===== config.mk =====
export PLATFORM = sky130hd
export DESIGN_NAME = vend_ctrl
export DESIGN_NICKNAME = d
export VERILOG_FILES = /design/src/rtl/vend_pkg.sv /design/src/rtl/coin_value.sv /design/src/rtl/vend_ctrl.sv
export SDC_FILE = /design/constraint.sdc
export NUM_CORES = 1
export LEC_CHECK = 0
export CORE_MARGIN = 10
export CORE_UTILIZATION = 44
export CTS_BUF_LIST = sky130_fd_sc_hd__clkbuf_2 sky130_fd_sc_hd__clkbuf_4 sky130_fd_sc_hd__clkbuf_8
export CTS_CLUSTER_SIZE = 40
export DETAILED_ROUTE_END_ITERATION = 8
export MAX_ROUTING_LAYER = met4
export PLACE_DENSITY_LB_ADDON = 0.25
export SKIP_LAST_GASP = 1
export SLEW_MARGIN = 20
export SYNTH_ARGS = -nofsm -noshare
export SYNTH_HDL_FRONTEND = slang
export SYNTH_SLANG_ARGS = --single-unit

===== constraint.sdc =====
create_clock -name CLK -period 1.9 [get_ports CLK]
set_input_delay 0.285 -clock CLK [delete_from_list [all_inputs] [get_ports CLK]]
set_output_delay 0.285 -clock CLK [all_outputs]
set_load 0.005 [all_outputs]

===== src/rtl/vend_pkg.sv =====
// Shared types and coin values for the vending controller.
package vend_pkg;

  typedef enum logic [1:0] {
    S_IDLE   = 2'd0,
    S_VEND   = 2'd1,
    S_REFUND = 2'd2
  } statetype;

  // Coin values in units of 5 cents.
  localparam int COIN_N = 1;
  localparam int COIN_D = 2;
  localparam int COIN_Q = 5;

endpackage


===== src/rtl/coin_value.sv =====
// Combinational coin decode: unit value of a single coin, plus a flag
// when more than one strobe is high in the same cycle.
module coin_value
  import vend_pkg::*;
(
  input  logic       coin_n,
  input  logic       coin_d,
  input  logic       coin_q,
  output logic [2:0] value,
  output logic       any,
  output logic       illegal
);

  // Value is forced to zero on a multi-coin cycle so it can never be added.
  always_comb begin
    value   = 3'd0;
    any     = coin_n | coin_d | coin_q;
    illegal = (coin_n & coin_d) | (coin_n & coin_q) | (coin_d & coin_q);
    if (!illegal) begin
      if (coin_n) value = 3'(COIN_N);
      if (coin_d) value = 3'(COIN_D);
      if (coin_q) value = 3'(COIN_Q);
    end
  end

endmodule


===== src/rtl/vend_ctrl.sv =====
// Moore vending controller: accumulates coins, vends with change once the
// price is reached, refunds on cancel, and flags rejected coins a cycle later.
module vend_ctrl
  import vend_pkg::*;
#(
  parameter int PRICE = 5,
  parameter int W     = 4
) (
  input  logic         CLK,
  input  logic         reset,
  input  logic         coin_n,
  input  logic         coin_d,
  input  logic         coin_q,
  input  logic         cancel,
  output logic [W-1:0] sum,
  output logic         dispense,
  output logic         refund,
  output logic [W-1:0] change,
  output logic         change_valid,
  output logic         reject
);

  // Largest reachable total is (PRICE-1) + quarter = PRICE+4.
  if (2**W <= PRICE + 4) begin : g_width_chk
    $error("vend_ctrl: W too narrow to hold PRICE+4");
  end

  statetype     state_q, state_d;
  logic [W-1:0] sum_q, sum_d;
  logic         reject_q, reject_d;

  logic [2:0]   coin_val;
  logic         coin_any;
  logic         coin_ill;

  coin_value u_coin_value (
    .coin_n  (coin_n),
    .coin_d  (coin_d),
    .coin_q  (coin_q),
    .value   (coin_val),
    .any     (coin_any),
    .illegal (coin_ill)
  );

  // State, sum and reject registers with synchronous reset.
  always_ff @(posedge CLK) begin
    if (reset) begin
      state_q  <= S_IDLE;
      sum_q    <= '0;
      reject_q <= 1'b0;
    end else begin
      state_q  <= state_d;
      sum_q    <= sum_d;
      reject_q <= reject_d;
    end
  end

  // Next state: cancel beats coins; coins outside S_IDLE are dropped.
  always_comb begin
    state_d  = state_q;
    sum_d    = sum_q;
    reject_d = 1'b0;
    case (state_q)
      S_IDLE: begin
        if (cancel) begin
          reject_d = coin_any;
          if (sum_q != '0) state_d = S_REFUND;
        end else if (coin_any) begin
          if (coin_ill) begin
            reject_d = 1'b1;
          end else begin
            sum_d = sum_q + W'(coin_val);
            if (sum_d >= W'(PRICE)) state_d = S_VEND;
          end
        end
      end
      S_VEND, S_REFUND: begin
        state_d  = S_IDLE;
        sum_d    = '0;
        reject_d = coin_any;
      end
      default: begin
        state_d = S_IDLE;
        sum_d   = '0;
      end
    endcase
  end

  // Output decode from state and sum only.
  always_comb begin
    dispense     = 1'b0;
    refund       = 1'b0;
    change_valid = 1'b0;
    change       = '0;
    case (state_q)
      S_VEND: begin
        dispense     = 1'b1;
        change_valid = 1'b1;
        change       = sum_q - W'(PRICE);
      end
      S_REFUND: begin
        refund       = 1'b1;
        change_valid = 1'b1;
        change       = sum_q;
      end
      default: ;
    endcase
  end

  assign sum    = sum_q;
  assign reject = reject_q;

endmodule

==> results.json <==
{
  "dp_hpwl_um": 1410,
  "final_period_minus_worst_setup_slack_ns": 1.813,
  "clockPowerShare": 0.294,
  "synth-seq-area-share": 0.2141,
  "first_global_vias": 643,
  "crit_fanout": 3,
  "global_route.usage.total": 0.1139,
  "end_of_flow_core_utilization": 0.7683,
  "grt_remaining_overflow": 0,
  "pin_count_of_the_biggest_net_entering_global_routing": 9,
  "cts.htree.levels": 1,
  "route.final.wire_length_um": 1815,
  "hold_viol_final": 0,
  "post-layout-total-power_uw": 526.1,
  "insertion_delay_ns": 0.26,
  "fillerInstances": 107,
  "worstSetupStartpointType": "flip-flop",
  "floorplan.rows": 13,
  "sink_count_of_the_clock_tree": 7,
  "crit_path_cell_trace": "inv_1, ha_1, clkdlybuf4s50_1",
  "ios": 18,
  "drcViolationCount": 0,
  "synth-warning-count": 0,
  "internal-power_uw": 360.0,
  "fin_crit_sh": 0.9542,
  "criticalPathCategory": "reg -> out",
  "fmax_ghz": 0.5516,
  "post_route_skew_ns": 0.003374,
  "hold_class": "reg -> reg",
  "postCtsHoldBufs": 0,
  "delay_of_the_slowest_critical_path_stage_ns": 0.51,
  "design.die.area_um2": 3430,
  "syn_std_cell_area_um2": 654.4,
  "max-clock-path-buffers": 2,
  "postSynth.topFlopCell": "sky130_fd_sc_hd__dfxtp_1",
  "ff_latch_area_um2": 147.6,
  "wire_length_of_the_first_global_routing_pass_um": 3036,
  "final_layout_size_suffix_gt1_frac": 0.3604,
  "rsz0062_at_grt": "true",
  "avgRoutedWirePerCell_um": 14.40,
  "num-nets-final": 128,
  "p_sw_frac": 0.3157,
  "slew_headroom": 0.7626,
  "endpoint_kind": "output port",
  "areaGrowthSynthToFinish_pct": 58.51,
  "syn-mean-instance-area_um2": 8.610,
  "placed_cells_incl_taps": 120,
  "final_setup_violations": 0,
  "p_sw_uw": 166.1,
  "clock_transition_at_the_registers_of_the_reported_paths_ns": 0.06,
  "slowest_stage": "sky130_fd_sc_hd__clkdlybuf4s50_1",
  "power.ir.vdd_worst_v": 0.0003751,
  "share_comb_of_total_power": 0.384,
  "initial_core_util": 0.4847,
  "synth_instances": 76,
  "die-height_um": 58.57,
  "synth_enable_flop_cells": 0,
  "multiInputGateArea_um2": 514.2,
  "drt.antenna.violating_nets": 0,
  "max_slew.worst_pin.slew_ns": 0.3472,
  "share_seq_of_total_power": 0.322,
  "powerDensity_nw_per_um2": 507.2,
  "max_cap_violations": 0,
  "final-max-slew-violation-count": 0,
  "timing.critical_path.buf_inv": 2,
  "drt-pass1-iter-count": 4,
  "timing.critical_path.max_delay_family": "buffers and inverters",
  "avgViaCountPerCell": 5.254,
  "net_count_synth": 92,
  "final_cells": 126,
  "antenna_cells_inserted": 0,
  "globalplace.congestion": 0.8354,
  "clockRootBuffer": "sky130_fd_sc_hd__clkbuf_4",
  "dr_total_vias": 662,
  "cp_data_arrival_time_ns": 1.53,
  "io_buffers": 17,
  "drtIter0Drc": 11,
  "fraction_of_synthesis_flops_using_an_asynchronous_set_or_reset_pin": 0,
  "netlist-cell-type-count": 32,
  "run_status": "finished clean",
  "tritoncts_clock_tree": "yes",
  "power.leakage_nw": 0.4719,
  "yosys_register_bits": 7,
  "cts_made_buffers": 3,
  "crit_required_ns": 1.62,
  "antenna_found_initial": 0,
  "core_um2": 1350,
  "die_x_um": 58.57
}
-- power groups by stage --
stage          Sequential (mW)  Combinational (mW)  Clock (mW)
4_1_cts                  0.169               0.189       0.161
3_5_place_dp             0.171               0.182           0
6_report                 0.169               0.202       0.155
5_1_grt                  0.171               0.225       0.169
2_1_floorplan            0.171              0.0933           0
3_3_place_gp             0.170               0.179           0
-- per-stage QoR --
stage	setup WS, ns	hold WS [ns]	area (um2)	setup TNS (ns)
after floorplan	0.009736	0.3681	654.4	0
after global placement	-0.4517	0.6028	943.4	-1.352
after detailed placement	-0.4976	0.6219	943.4	-1.528
after CTS	0.06197	0.6063	1007	0
after global routing	-0.06738	0.6381	1037	-0.06798
final	0.08706	0.5984	1037	0
-- final timing paths --
check	cells after the start	slack, ns	start	end
min reg2reg	2	0.60	state_q[1]$_SDFFE_PP0P_	reject$_SDFF_PP0_
max reg2reg	7	0.13	sum[0]$_SDFFE_PP0P_	state_q[0]$_SDFFE_PP0P_
min	2	0.60	state_q[1]$_SDFFE_PP0P_	reject$_SDFF_PP0_
max	3	0.09	state_q[0]$_SDFFE_PP0P_	change_valid
-- placed cells by master, fill, tap and decap left out, types with 2 or more instances in the layout --
cell                              Yosys  routed
sky130_fd_sc_hd__buf_4                1      18
sky130_fd_sc_hd__clkdlybuf4s50_1      0      10
sky130_fd_sc_hd__dlygate4sd2_1        0       7
sky130_fd_sc_hd__inv_1                8       6
sky130_fd_sc_hd__a21oi_1              6       6
sky130_fd_sc_hd__nor2_1               6       6
sky130_fd_sc_hd__ha_1                 9       6
sky130_fd_sc_hd__nand2_1              4       4
sky130_fd_sc_hd__clkbuf_4             0       4
sky130_fd_sc_hd__o21ai_0              3       3
sky130_fd_sc_hd__mux2i_1              3       3
sky130_fd_sc_hd__dfxtp_1              7       3
sky130_fd_sc_hd__dfxtp_2              0       3
sky130_fd_sc_hd__nor3b_2              0       2
sky130_fd_sc_hd__inv_2                0       2
sky130_fd_sc_hd__nand2b_1             2       2
sky130_fd_sc_hd__xnor2_1              2       2
sky130_fd_sc_hd__xor2_2               1       2
sky130_fd_sc_hd__ha_2                 0       2
-- cells by family after synthesis --
| logic type | count (synthesis) | synth area share |
|---|---|---|
| AOI/OAI and AO/OA | 20 | 0.2218 |
| xor gates and xnor gates | 5 | 0.07841 |
| adders and majority gates | 11 | 0.2180 |
| buffers and inverters | 12 | 0.07648 |
| DFF | 7 | 0.2141 |
| muxes | 4 | 0.06310 |
| and+or+nand+nor | 17 | 0.1281 |
-- registers in the layout, summed over array words and instances, names as in the netlist --
name / flops
state_q: 2
reject: 1
sum: 4
-- routing by layer --
layer / GRT usage / vias up / share of wire
met2: 0.1684 / 17 / 0.48
li1: - / 333 / -
met1: 0.1345 / 310 / 0.45
met3: 0.04721 / 2 / 0.067
met4: 0.04027 / 0 / 0.0044
met5: - / - / 0
-- repair_timing --
item | in CTS | in global routing
gates resized for setup | 19 | 5
setup endpoints to repair | 6 | 3
pin swaps | 2 | 0
buffers inserted | 1 | 1
gates cloned | 0 | 0
-- cell usage after synthesis, drive strengths merged, types with 2 or more instances --
master / n / area [um2]
a21oi: 6 / 30.03
buf: 2 / 12.51
clkbuf: 2 / 7.510
dfxtp: 7 / 140.1
ha: 9 / 112.6
inv: 8 / 30.03
mux2i: 3 / 30.03
nand2: 4 / 15.01
nand2b: 2 / 12.51
nor2: 6 / 22.52
nor3b: 3 / 22.52
o211ai: 2 / 28.78
o21ai: 4 / 20.01
xnor2: 2 / 17.52
xor2: 3 / 33.79
-- worst reg2reg max path: stages, from the launching register on --
cell                       delay, ns
sky130_fd_sc_hd__dfxtp_4        0.36
sky130_fd_sc_hd__buf_4          0.14
sky130_fd_sc_hd__ha_2           0.19
sky130_fd_sc_hd__fa_2           0.37
sky130_fd_sc_hd__xor2_2         0.17
sky130_fd_sc_hd__o21a_1         0.17
sky130_fd_sc_hd__a21oi_1        0.06
sky130_fd_sc_hd__a221oi_2       0.21
-- area by class of cell --
class | count | area share
Clock buffer | 4 | 0.02895
Inverter | 8 | 0.02895
Multi-Input combinational cell | 57 | 0.4958
Sequential cell | 7 | 0.1423
Tap cell | 15 | 0.01809
Timing Repair Buffer | 35 | 0.2859
(Power assumes the default switching activity.)
